==> src/rtl/tmr_pkg.sv <==
// Shared definitions for the TMR vote controller.
// Mode encodings, channel indices and small helpers.
package tmr_pkg;

    typedef enum logic [1:0] {
        MODE_NORMAL   = 2'd0,
        MODE_DEGRADED = 2'd1,
        MODE_FAILED   = 2'd2
    } mode_t;

    localparam int CH_A = 0;
    localparam int CH_B = 1;
    localparam int CH_C = 2;

    localparam int NUM_CH = 3;

    // Number of set bits in a 3-bit channel vector.
    function automatic logic [1:0] popcnt3(input logic [2:0] v);
        return {1'b0, v[0]} + {1'b0, v[1]} + {1'b0, v[2]};
    endfunction

endpackage

==> src/rtl/tmr_vote_ctrl_maj3.sv <==
// Bitwise 2-of-3 majority of three equal-width words.
// Purely combinational; used for the all-healthy voting path.
module maj3_vote #(
    parameter int WIDTH = 8
) (
    input  logic [WIDTH-1:0] a_i,
    input  logic [WIDTH-1:0] b_i,
    input  logic [WIDTH-1:0] c_i,
    output logic [WIDTH-1:0] maj_o
);

    assign maj_o = (a_i & b_i) | (a_i & c_i) | (b_i & c_i);

endmodule

==> src/rtl/tmr_vote_ctrl.sv <==
// TMR vote controller: handshaked majority voter with
// per-channel mismatch counting and NORMAL/DEGRADED/FAILED sequencing.
module tmr_vote_ctrl
    import tmr_pkg::*;
#(
    parameter int WIDTH      = 8,
    parameter int ERR_THRESH = 4,
    parameter int CNT_W      = 4
) (
    input  logic             clk,
    input  logic             rst,
    input  logic             in_valid,
    output logic             in_ready,
    input  logic [WIDTH-1:0] a,
    input  logic [WIDTH-1:0] b,
    input  logic [WIDTH-1:0] c,
    output logic             out_valid,
    input  logic             out_ready,
    output logic [WIDTH-1:0] voted,
    output logic [2:0]       mismatch,
    output logic [2:0]       fault,
    output logic [1:0]       mode,
    input  logic             clr_fault
);

    localparam logic [CNT_W-1:0] THRESH_C = CNT_W'(ERR_THRESH);
    localparam logic [CNT_W-1:0] CNT_MAX  = '1;
    localparam logic [CNT_W-1:0] CNT_ONE  = CNT_W'(1);

    mode_t                        mode_q;
    logic [2:0]                   fault_q, fault_d;
    logic [NUM_CH-1:0][CNT_W-1:0] cnt_q, cnt_d;
    logic                         out_valid_q;
    logic [WIDTH-1:0]             voted_q;
    logic [2:0]                   mismatch_q;

    logic                         accept;
    logic [NUM_CH-1:0][WIDTH-1:0] ch;
    logic [WIDTH-1:0]             maj_w;
    logic [WIDTH-1:0]             vote_w;
    logic [2:0]                   diff_w;
    logic [2:0]                   mismatch_w;
    logic [1:0]                   nfault_d;

    assign ch[CH_A] = a;
    assign ch[CH_B] = b;
    assign ch[CH_C] = c;

    assign in_ready = !out_valid_q || out_ready;
    assign accept   = in_valid && in_ready;

    maj3_vote #(.WIDTH(WIDTH)) u_maj (
        .a_i   (a),
        .b_i   (b),
        .c_i   (c),
        .maj_o (maj_w)
    );

    // Pick the voted word using the mode in effect before this sample.
    always_comb begin
        vote_w = maj_w;
        if (mode_q != MODE_NORMAL) begin
            if (!fault_q[CH_A])
                vote_w = a;
            else if (!fault_q[CH_B])
                vote_w = b;
            else if (!fault_q[CH_C])
                vote_w = c;
            else
                vote_w = a;
        end
    end

    // Per-channel disagreement; faulty channels are not reported.
    always_comb begin
        for (int i = 0; i < NUM_CH; i++)
            diff_w[i] = (ch[i] != vote_w);
        mismatch_w = diff_w & ~fault_q;
    end

    // Counter and fault update on accept; a clear overrides it.
    always_comb begin
        cnt_d   = cnt_q;
        fault_d = fault_q;
        if (clr_fault) begin
            cnt_d   = '0;
            fault_d = '0;
        end else if (accept) begin
            for (int i = 0; i < NUM_CH; i++) begin
                if (!fault_q[i]) begin
                    if (diff_w[i]) begin
                        if (cnt_q[i] != CNT_MAX)
                            cnt_d[i] = cnt_q[i] + CNT_ONE;
                        if (cnt_d[i] == THRESH_C)
                            fault_d[i] = 1'b1;
                    end else begin
                        cnt_d[i] = '0;
                    end
                end
            end
        end
    end

    assign nfault_d = popcnt3(fault_d);

    // Counter and sticky fault registers.
    always_ff @(posedge clk or posedge rst) begin
        if (rst) begin
            cnt_q   <= '0;
            fault_q <= '0;
        end else begin
            cnt_q   <= cnt_d;
            fault_q <= fault_d;
        end
    end

    // Mode FSM: advances only, driven by the updated fault count.
    always_ff @(posedge clk or posedge rst) begin
        if (rst) begin
            mode_q <= MODE_NORMAL;
        end else if (clr_fault) begin
            mode_q <= MODE_NORMAL;
        end else begin
            case (mode_q)
                MODE_NORMAL: begin
                    if (nfault_d >= 2'd2)
                        mode_q <= MODE_FAILED;
                    else if (nfault_d == 2'd1)
                        mode_q <= MODE_DEGRADED;
                end
                MODE_DEGRADED: begin
                    if (nfault_d >= 2'd2)
                        mode_q <= MODE_FAILED;
                end
                MODE_FAILED: begin
                    mode_q <= MODE_FAILED;
                end
                default: begin
                    mode_q <= MODE_FAILED;
                end
            endcase
        end
    end

    // Output stage: load on accept, drop valid once consumed.
    always_ff @(posedge clk or posedge rst) begin
        if (rst) begin
            out_valid_q <= 1'b0;
            voted_q     <= '0;
            mismatch_q  <= '0;
        end else if (accept) begin
            out_valid_q <= 1'b1;
            voted_q     <= vote_w;
            mismatch_q  <= mismatch_w;
        end else if (out_ready) begin
            out_valid_q <= 1'b0;
        end
    end

    assign out_valid = out_valid_q;
    assign voted     = voted_q;
    assign mismatch  = mismatch_q;
    assign fault     = fault_q;
    assign mode      = mode_q;

endmodule

==> config.mk <==
export PLATFORM = sky130hd
export DESIGN_NAME = tmr_vote_ctrl
export DESIGN_NICKNAME = d
export VERILOG_FILES = /design/src/rtl/tmr_pkg.sv /design/src/rtl/tmr_vote_ctrl_maj3.sv /design/src/rtl/tmr_vote_ctrl.sv
export SDC_FILE = /design/constraint.sdc
export NUM_CORES = 1
export LEC_CHECK = 0
export ABC_AREA = 1
export CORE_MARGIN = 4
export CORE_UTILIZATION = 41
export CTS_BUF_LIST = sky130_fd_sc_hd__clkbuf_16
export CTS_CLUSTER_DIAMETER = 200
export DETAILED_ROUTE_END_ITERATION = 7
export GPL_TIMING_DRIVEN = 0
export PLACE_DENSITY = 0.68
export SETUP_SLACK_MARGIN = 0.02
export SLEW_MARGIN = 10
export SYNTH_ARGS = -nofsm -noshare
export SYNTH_HDL_FRONTEND = slang
export SYNTH_SLANG_ARGS = --single-unit
export TNS_END_PERCENT = 5
==> constraint.sdc <==
create_clock -name clk -period 4.85 [get_ports clk]
set_input_delay 0.7275 -clock clk [delete_from_list [all_inputs] [get_ports clk]]
set_output_delay 0.7275 -clock clk [all_outputs]
set_load 0.005 [all_outputs]
==> out/qor.log <==
qor: floorplan.die_area 7100 um^2
qor: placed_design.io_port_bufs 46
qor: yosys.postSynthRegisterBits 29
qor: yosys.yosys_warnings 0
qor: route.drc 0
qor: critical_path.cp_max_fo 5
qor: cells_and_area.fill_cells 548
qor: placed_design.dp.cells 492
qor: cells_and_area.layout-drive-gt1-share 10.1%
qor: timing.timing_worst_slew_pin_value 1.05 ns
qor: clock_network.tritoncts built
qor: timing.rsz0062_at_grt false
qor: yosys.synth_area 2380 um^2
qor: critical_path.start_kind input port
qor: route.wirelength 6260 um
qor: clock_network.post_cts_hold_buffer_count 0
qor: cells_and_area.num-nets-final 460
qor: timing.timing.fmax 346 MHz
qor: timing.finalClockSkew 0.00527 ns
qor: floorplan.floorplan.die.width 84.2 um
qor: worst_hold_path.timing.hold.worst.class flop to flop
qor: route.num_vias 2559
qor: clock_network.numClockSinks 29
qor: yosys.synth_cells 374
qor: power.leakage_power 1.52 nW
qor: yosys.avgSynthCellArea 6.37 um^2
qor: grt.grt_pass1_vias 2523
qor: clock_network.ctsHtreeMaxLevel 2
qor: yosys.sequential_element_share_of_the_synthesized_area 30.4%
qor: clock_network.clk-insertion-delay-late 0.27 ns
qor: route.detailedRoute.firstIterationViolations 156
qor: timing.finalCriticalPeriod 2.89 ns
qor: critical_path.worst-endpoint-required 5.05 ns
qor: floorplan.core-area 5570 um^2
qor: floorplan.core.rowCount 27
qor: timing.timing_hold_violations_final 0
qor: status.outcome finished, final reports clean
qor: floorplan.initial_utilization 42.8%
qor: critical_path.origin_of_the_critical_flop_to_flop_path mode[0]$_DFFE_PP0P_
qor: route.route.detailed.wl_per_inst 12.5 um
qor: cells_and_area.area_delta_synth_final 29.8%
qor: clock_network.postCtsResizedCells 0
qor: cells_and_area.post-route-util 55.5%
qor: floorplan.ports 47
qor: grt.grt_util_all_layers 18.3%
qor: critical_path.ff2ff_path_depth 14
qor: timing.timing.slew.headroom 29.6%
qor: route.vias_per_cell 5.13
qor: flow_run.drv.max_cap_violation_count 0
qor: grt.grt_remaining_overflow 0
qor: critical_path.rr_endpoint mode[0]$_DFFE_PP0P_
qor: clock_network.numCtsBuffers 5
qor: yosys.synth_cell_type_count 28
qor: cells_and_area.layoutNonFillerInstCount 499
qor: critical_path.cp-startpoint b[3]
qor: timing.totalNegativeSetupSlack 0 ns
qor: grt.antenna_found_initial 0
qor: critical_path.reg2reg_slack 2.40 ns
qor: clock_network.post_cts_buffers 0
qor: power.p_per_area 259 nW/um^2
qor: clock_network.cts_root_buf clkbuf_16
qor: critical_path.critPathKind input port to flop
qor: grt.grt_pass1_wl 10900 um
qor: critical_path.cp-endpoint mode[0]$_DFFE_PP0P_
qor: cells_and_area.diodes 0
qor: grt.grt_start_max_net_pins 30
qor: floorplan.die_h 84.2 um
qor: placed_design.post-dp-hpwl 4710 um
qor: critical_path.critPathArrivalTime 3.09 ns
qor: timing.final_max_slew_viol_count 0
qor: timing.final_min_period_over_clock_period 59.6%
qor: yosys.synthesized_nets 407
qor: placed_design.gp_routability_congestion 0.860
qor: route.drt-pass1-iter-count 4
qor: clock_network.cts.reportedPaths.clkPinSlew 0.05 ns
qor: timing.timing.final.setup_violations 0
qor: critical_path.crit_path_end_kind flop
qor: clock_network.cts_buffer_depth 2
qor: power.peakVddDrop 0.184 mV
qor: route.route.antenna.remaining_nets 0
how the worst min path moves through the flow:
stage	from	endpoint	slack, ns	cells past startpoint
global route	cnt_q[7]$_DFFE_PP0P_	cnt_q[7]$_DFFE_PP0P_	0.53	2
CTS	mismatch[2]$_DFFE_PP0P_	mismatch[2]$_DFFE_PP0P_	0.49	2
finish	mismatch[0]$_DFFE_PP0P_	mismatch[0]$_DFFE_PP0P_	0.48	2
floorplan	cnt_q[7]$_DFFE_PP0P_	cnt_q[7]$_DFFE_PP0P_	0.46	2
global placement	mismatch[2]$_DFFE_PP0P_	mismatch[2]$_DFFE_PP0P_	0.47	2
detailed placement	mismatch[0]$_DFFE_PP0P_	mismatch[0]$_DFFE_PP0P_	0.46	2
cells in the final DEF (no fill, tap or decap), drive strengths merged, types with 2 or more instances in the layout:
cell type,synthesis,routed
mux2i,3,3
o211ai,4,4
buf,4,4
clkinv,1,3
xor2,3,3
inv,40,39
a21boi,2,2
ha,3,3
nor4,2,2
nand2,150,150
nor2,24,24
clkdlybuf4s50,0,46
o21ai,17,17
or2,2,2
nor3,4,4
nand3,47,47
clkbuf,3,8
a21oi,26,26
dfrtp,29,29
a31oi,8,8
per-stage QoR:
| stage | setup WS [ns] | cell area [um^2] | power (mW) | hold slack, ns |
|---|---|---|---|---|
| 5_1_grt | 1.70 | 3090 | 0.844 | 0.530 |
| 3_3_place_gp | 1.74 | 2930 | 0.458 | 0.466 |
| 6_report | 1.96 | 3090 | 0.802 | 0.483 |
| 3_5_place_dp | 1.69 | 2930 | 0.460 | 0.464 |
| 4_1_cts | 1.97 | 3090 | 0.808 | 0.486 |
| 2_1_floorplan | 2.51 | 2380 | 0.377 | 0.459 |
synthesized netlist by cell type (all sizes together):
cell type    n  share of area (%)
nand3       47                 11
clkbuf       3               0.47
o21bai       1               0.32
fa           1               0.84
or2          2               0.52
clkinv       1               0.16
o211ai       4                2.1
mux2i        3                1.3
xor2         3                1.1
dfrtp       29                 30
nor2        24                4.1
a31oi        8                2.1
a21oi       26                5.5
buf          4                1.5
nor3         4               0.84
inv         40                6.3
a21boi       2               0.63
ha           3                1.6
nand2      150                 26
o21ai       17                3.6
nor4         2               0.52
cell families after synthesis:
logic type | share of synthesized area [%]
compound gates | 14.2
xor+xnor | 1.10
fa+ha+maj | 2.41
buf+inv | 8.40
flops | 30.4
mux | 1.26
simple gates | 42.2
power by group:
group | internal (mW) | total [mW] | switching, mW
combinational | 0.0872 | 0.181 | 0.0939
sequential | 0.262 | 0.275 | 0.0131
clock | 0.238 | 0.345 | 0.107
registers in the layout, indices dropped and copies added, names as in the netlist:
| register | cells |
|---|---|
| out_valid | 1 |
| mismatch | 3 |
| fault | 3 |
| mode | 2 |
| voted | 8 |
| cnt_q | 12 |
critical path, cell delays in order:
cell and delay (ns):
clkdlybuf4s50_1 0.56, inv_1 0.08, o21ai_0 0.20, o211ai_2 0.17, nand2_2 0.11, nand2_1 0.05, nand2_1 0.07, nand2_1 0.05
nor2_1 0.18, nand2_2 0.13, nand2_2 0.08, nand2_1 0.05, nand2_1 0.08, fa_1 0.39, a21oi_1 0.15
routing by layer:
| metal | up-vias | global-route usage [%] | share of wire [%] |
|---|---|---|---|
| li1 | 1323 | - | - |
| met1 | 1152 | 23.7 | 46 |
| met2 | 75 | 31.3 | 47 |
| met3 | 9 | 3.53 | 5.7 |
| met4 | 0 | 4.68 | 0.93 |
| met5 | - | 0 | 0 |
layout make-up:
class,instances,area [um^2],share of cell area [%]
Multi-Input combinational cell,297,1460,47.1
Sequential cell,29,726,23.5
Timing Repair Buffer,46,460,14.9
Inverter,41,154,4.97
Clock buffer,5,125,4.04
Tap cell,72,90.1,2.91
Buffer,7,46.3,1.50
Clock inverter,2,35.0,1.13
Power figures use the tool's default switching activity.
